$ cat src/rtl/dieu_khien_chinh_gio.sv
// Adjust-mode controller for the digital clock: debounced MODE/INC,
// RUN/SEC/MIN/HOUR cycling, increment strobes, hold-repeat, timeout.
module dieu_khien_chinh_gio #(
  parameter int unsigned DEBOUNCE_CYCLES = 1_000_000,
  parameter int unsigned HOLD_CYCLES     = 50_000_000,
  parameter int unsigned REPEAT_CYCLES   = 20_000_000,
  parameter int unsigned TIMEOUT_CYCLES  = 1_000_000_000
) (
  input  logic       clk,
  input  logic       rst_n,
  input  logic       btn_mode,
  input  logic       btn_inc,
  output logic [1:0] gt_mod,
  output logic       inc_sec,
  output logic       inc_min,
  output logic       inc_hour,
  output logic       run_en
);

  localparam int DW = $clog2(DEBOUNCE_CYCLES + 1);
  localparam int HW = $clog2(HOLD_CYCLES + 1);
  localparam int RW = $clog2(REPEAT_CYCLES + 1);
  localparam int TW = $clog2(TIMEOUT_CYCLES + 1);
  localparam int PW = (HW > RW) ? HW : RW;

  typedef enum logic [1:0] {
    RUN  = 2'b00,
    SEC  = 2'b01,
    MIN  = 2'b10,
    HOUR = 2'b11
  } state_e;

  // bit 0 = MODE, bit 1 = INC
  logic [1:0]         s1_q, s2_q;
  logic [1:0]         deb_q, deb_d, debp_q;
  logic [1:0][DW-1:0] dcnt_q, dcnt_d;

  state_e        state_q, state_d;
  logic [2:0]    inc_q, inc_d;
  logic          rep_on_q, rep_on_d;
  logic          rep_ph_q, rep_ph_d;
  logic [PW-1:0] rep_cnt_q, rep_cnt_d;
  logic [TW-1:0] to_cnt_q, to_cnt_d;

  logic          mode_ev, inc_ev, adj;
  logic          timeout, rep_fire;
  logic [2:0]    inc_sel;
  logic [PW-1:0] rep_lim;

  always_comb begin
    for (int b = 0; b < 2; b++) begin
      deb_d[b]  = deb_q[b];
      dcnt_d[b] = '0;
      if (s2_q[b] != deb_q[b]) begin
        if (dcnt_q[b] == DW'(DEBOUNCE_CYCLES - 1))
          deb_d[b] = s2_q[b];
        else
          dcnt_d[b] = dcnt_q[b] + DW'(1);
      end
    end
  end

  always_comb begin
    mode_ev  = deb_q[0] & ~debp_q[0];
    inc_ev   = deb_q[1] & ~debp_q[1];
    adj      = state_q != RUN;
    inc_sel  = {state_q == HOUR, state_q == MIN, state_q == SEC};
    rep_lim  = rep_ph_q ? PW'(REPEAT_CYCLES - 1)
                        : PW'(HOLD_CYCLES - 1);
    timeout  = adj && (to_cnt_q == TW'(TIMEOUT_CYCLES - 1));
    rep_fire = rep_on_q && deb_q[1] && adj
               && (rep_cnt_q == rep_lim);

    state_d   = state_q;
    inc_d     = '0;
    rep_on_d  = rep_on_q & deb_q[1];
    rep_ph_d  = rep_ph_q;
    rep_cnt_d = rep_on_q ? rep_cnt_q + PW'(1) : '0;
    to_cnt_d  = adj ? to_cnt_q + TW'(1) : '0;

    // mode beats timeout beats INC press beats repeat
    if (mode_ev) begin
      state_d  = state_e'(state_q + 2'd1);
      rep_on_d = 1'b0;
      to_cnt_d = '0;
    end else if (timeout) begin
      state_d  = RUN;
      rep_on_d = 1'b0;
      to_cnt_d = '0;
    end else if (inc_ev && adj) begin
      inc_d     = inc_sel;
      rep_on_d  = 1'b1;
      rep_ph_d  = 1'b0;
      rep_cnt_d = '0;
      to_cnt_d  = '0;
    end else if (rep_fire) begin
      inc_d     = inc_sel;
      rep_ph_d  = 1'b1;
      rep_cnt_d = '0;
      to_cnt_d  = '0;
    end
  end

  always_ff @(posedge clk) begin
    if (!rst_n) begin
      s1_q      <= '1;
      s2_q      <= '1;
      deb_q     <= '1;
      debp_q    <= '1;
      dcnt_q    <= '0;
      state_q   <= RUN;
      inc_q     <= '0;
      rep_on_q  <= 1'b0;
      rep_ph_q  <= 1'b0;
      rep_cnt_q <= '0;
      to_cnt_q  <= '0;
    end else begin
      s1_q      <= {btn_inc, btn_mode};
      s2_q      <= s1_q;
      deb_q     <= deb_d;
      debp_q    <= deb_q;
      dcnt_q    <= dcnt_d;
      state_q   <= state_d;
      inc_q     <= inc_d;
      rep_on_q  <= rep_on_d;
      rep_ph_q  <= rep_ph_d;
      rep_cnt_q <= rep_cnt_d;
      to_cnt_q  <= to_cnt_d;
    end
  end

  assign gt_mod   = state_q;
  assign run_en   = state_q == RUN;
  assign inc_sec  = inc_q[0];
  assign inc_min  = inc_q[1];
  assign inc_hour = inc_q[2];

endmodule

$ cat config.mk
export PLATFORM = sky130hd
export DESIGN_NAME = dieu_khien_chinh_gio
export DESIGN_NICKNAME = d
export VERILOG_FILES = /design/src/rtl/dieu_khien_chinh_gio.sv
export SDC_FILE = /design/constraint.sdc
export NUM_CORES = 1
export LEC_CHECK = 0
export CORE_ASPECT_RATIO = 2
export CORE_MARGIN = 4
export CORE_UTILIZATION = 40
export CTS_BUF_LIST = sky130_fd_sc_hd__clkbuf_8
export DETAILED_ROUTE_END_ITERATION = 10
export MAX_ROUTING_LAYER = met4
export SLEW_MARGIN = 30
export SYNTH_ARGS = -nofsm -noshare
export SYNTH_HDL_FRONTEND = slang
export SYNTH_SLANG_ARGS = --single-unit
$ cat constraint.sdc
create_clock -name clk -period 2.1 [get_ports clk]
set_input_delay 0.42 -clock clk [delete_from_list [all_inputs] [get_ports clk]]
set_output_delay 0.42 -clock clk [all_outputs]
set_load 0.1 [all_outputs]
==> flow_summary.ini, run 1 <==
[clock_network]
htree_levels = 3
clk_pin_slew_worst_paths_ps = 100
tritoncts = done
clockBufferDepth = 2
numCtsBuffers = 9
clk_latency_ps = 370
clockRootBuffer = clkbuf_8
cts.sinks = 111

[floorplan]
die_h_um = 167
die_area_mm2 = 0.0147
core-area_mm2 = 0.0126
initial_core_util = 0.405
rows = 58
pin_count = 10
fp.dieW_um = 87.7

[synthesis]
ys_types = 41
syn_nets = 576
synth_flop_cell = dfxtp_1
synth_edf_count = 0
synth_adder_area_share = 0.0221
synth-xor-area-share = 0.153
yosys.area_share.simple = 0.340
netlist_instances = 563
yosysWarnings = 0
synth.avg_cell_area_um2 = 9.03
synth_top_family_by_area = simple AND/OR/NAND/NOR gates
synth_mux_area_frac = 0.00394
synth_compound_gate_area_share = 0.0116
syn-cell-area_mm2 = 0.00509
postSynth.asyncResetShare = 0
ys_ff_latch = 111
ys_seq_area_frac = 0.437

[worst_hold_path]
hp-start = s1_q[0]$_SDFF_PN1_
hold_path.class = flop to flop

[place]
io_buffer_count = 9
gp_congestion = 0.844
place_inst = 740
placed_cell_area_mm2 = 0.00562
place_hpwl_um = 7920
detailedPlace.worstSlack_ps = 31.0

[power]
ir_worst_vdd_uv = 375
powerDensity_mw_per_mm2 = 550
clkPwrFrac = 0.353
p_sw_uw = 751
pwr-share-seq = 0.638
comb_power_share = 0.009
p_leak_nw = 1.90
internal_power_mw = 2.55
sw_frac_of_total = 0.227

[final_layout]
final_layout_size_suffix_gt1_frac = 0.210
post_layout_nonfiller_instances = 763
fillCellCount = 1160
design_area_mm2 = 0.00600
area_growth_pct = 18.1
nets = 622
diodes = 0

[sta]
hold_viol = 0
fin_crit_sh = 0.996
maxSlewHeadroom = 0.600
worst_hold_slack_ps = 439
skew_ps = 11.7
fin_tns_setup_ps = 0
fin_crit_ps = 2090
grt_setup_unrepaired = true
fmax_mhz = 478
slew_violations = 0
setup_viol = 0
setup_ws_ps = 7.76
tightest_slew_ps = 594

[setup_path]
crit_path_cell_trace = inv_4 > ha_4 > or4_4 > nor4_4 > a31oi_2 > nand4b_1 > buf_6 > clkbuf_16 > a21oi_2
required_ps = 2360
startpoint_type = flop
cp_slowest_cell = or4_4
cp-end-kind = flop
critPathLaunch = gt_mod[0]$_SDFFE_PN0P_
worstPathArrival_ps = 2350
r2r_start = gt_mod[0]$_SDFFE_PN0P_
crit_family = simple AND/OR/NAND/NOR gates
path_buf_inv = 3
crit_fanout = 8
max_stage_delay_ps = 490
criticalPathCategory = flop to flop

[global_routing]
overflow = 0
grt_usage = 0.161
grt_max_degree = 31
antenna_found_initial = 0
grt_pass1_wl_um = 18700
grt_pass1_vias = 4072

[routing]
vias_per_cell = 5.32
ant_nets = 0
drc = 0
wl_um = 11000
wl_per_cell_um = 14.5
detailroute.via_count = 4061
drtIter0Drc = 180
drt_pass1_iterations = 4

[run]
cap_violations = 0

[outcome]
status = completed
==> path summary, 6_finish.rpt <==
| check | slack, ps | cells past startpoint | end |
|---|---|---|---|
| max | 8 | 9 | to_cnt_q[16]$_SDFF_PP0_ |
| min | 440 | 1 | s2_q[0]$_SDFF_PN1_ |
| max reg2reg | 8 | 9 | to_cnt_q[16]$_SDFF_PP0_ |
| min reg2reg | 440 | 1 | s2_q[0]$_SDFF_PN1_ |
==> state kept, by name, indices dropped and copies added, names as in the netlist <==
register / count
dcnt_q: 40
deb_q: 2
debp_q: 2
gt_mod: 2
inc_q: 3
rep_cnt_q: 26
rep_on_q: 1
rep_ph_q: 1
s1_q: 2
s2_q: 2
to_cnt_q: 30
==> cell type report <==
cell class                      count  area, um^2  share of cell area
Tap cell                          150         188              0.0313
Clock buffer                        9         124              0.0206
Timing Repair Buffer               56         533              0.0888
Clock inverter                      6        46.3             0.00771
Sequential cell                   111        2230               0.372
Inverter                           11        43.8             0.00729
Multi-Input combinational cell    420        2840               0.473
==> power groups by stage <==
stage               registers [mW]  logic (mW)  clock network [mW]
finish                        2.11      0.0303                1.17
detailed placement            2.16      0.0303                   0
floorplan                     2.16      0.0158                   0
global placement              2.16      0.0294                   0
global route                  2.11      0.0332                1.31
CTS                           2.11      0.0305                1.21
==> through the flow <==
| stage | utilization | power [mW] |
|---|---|---|
| floorplan | - | 2.17 |
| global placement | 0.448 | 2.19 |
| detailed placement | 0.448 | 2.19 |
| CTS | 0.462 | 3.35 |
| global route | 0.478 | 3.45 |
| finish | 0.478 | 3.31 |
==> per-layer routing <==
metal | vias up | global-route usage | part of all wire
met5 | - | - | 0
met4 | 0 | 0.0695 | 0.036
met3 | 27 | 0.0251 | 0.023
met2 | 68 | 0.285 | 0.56
met1 | 1938 | 0.173 | 0.38
li1 | 2028 | - | -
==> cells by family after synthesis <==
family,Yosys count
compound gates,9
xor+xnor,89
fa+ha+maj,9
buf+inv,32
flops,111
mux,2
simple gates,311
==> layout by cell type, fill, tap and decap left out, types with 2 or more instances in the layout <==
cell / count
and2_1: 4
nand2_1: 38
clkinvlp_4: 2
inv_1: 9
mux2i_1: 2
nand3b_1: 2
clkbuf_8: 9
nor4b_1: 6
dfxtp_4: 2
nor2_4: 7
nand4_1: 29
and4_1: 10
and3_1: 10
a21oi_1: 2
nor4_1: 15
clkdlybuf4s50_1: 3
inv_4: 2
or4b_2: 2
dfxtp_1: 108
nor3b_1: 5
nand2b_1: 7
nor2b_1: 4
nand3_1: 41
xnor2_1: 40
buf_4: 44
nor3_2: 22
ha_1: 8
buf_12: 5
nor2_1: 71
or4b_1: 2
nor3_1: 12
nor2_2: 15
clkbuf_16: 2
nor4_4: 2
buf_6: 2
xor2_1: 49
==> Yosys cell counts, drive strengths merged, types with 2 or more instances <==
cell type / instances / area [um^2]
xor2: 49 / 429
nor4: 18 / 140
nor3b: 5 / 37.5
nor2: 93 / 349
buf: 7 / 71.3
dfxtp: 111 / 2220
nand2b: 7 / 43.8
and4: 10 / 87.6
or4b: 4 / 40.0
nand2: 39 / 146
mux2i: 2 / 20.0
and2: 4 / 25.0
nand4: 29 / 181
ha: 9 / 113
and3: 10 / 62.6
nor3: 34 / 270
inv: 11 / 41.3
nand3b: 2 / 15.0
xnor2: 40 / 350
clkbuf: 14 / 52.6
nor2b: 4 / 25.0
nand3: 41 / 205
nor4b: 6 / 52.6
a21oi: 3 / 15.0
==> what timing repair did <==
item | in CTS | in global routing
pin swaps | 1 | 5
gates cloned | 0 | 3
setup buffers | 0 | 5
resized for setup | 1 | 35
endpoints found under the setup margin | 1 | 58
hold buffers | 0 | 0
(Power assumes the default switching activity.)
==> run 2: changes to the inputs <==
- SLEW_MARGIN: 30 -> 20
==> results of run 2 <==
Same layout as run 1: the final DEF is identical, and so are final timing and power.
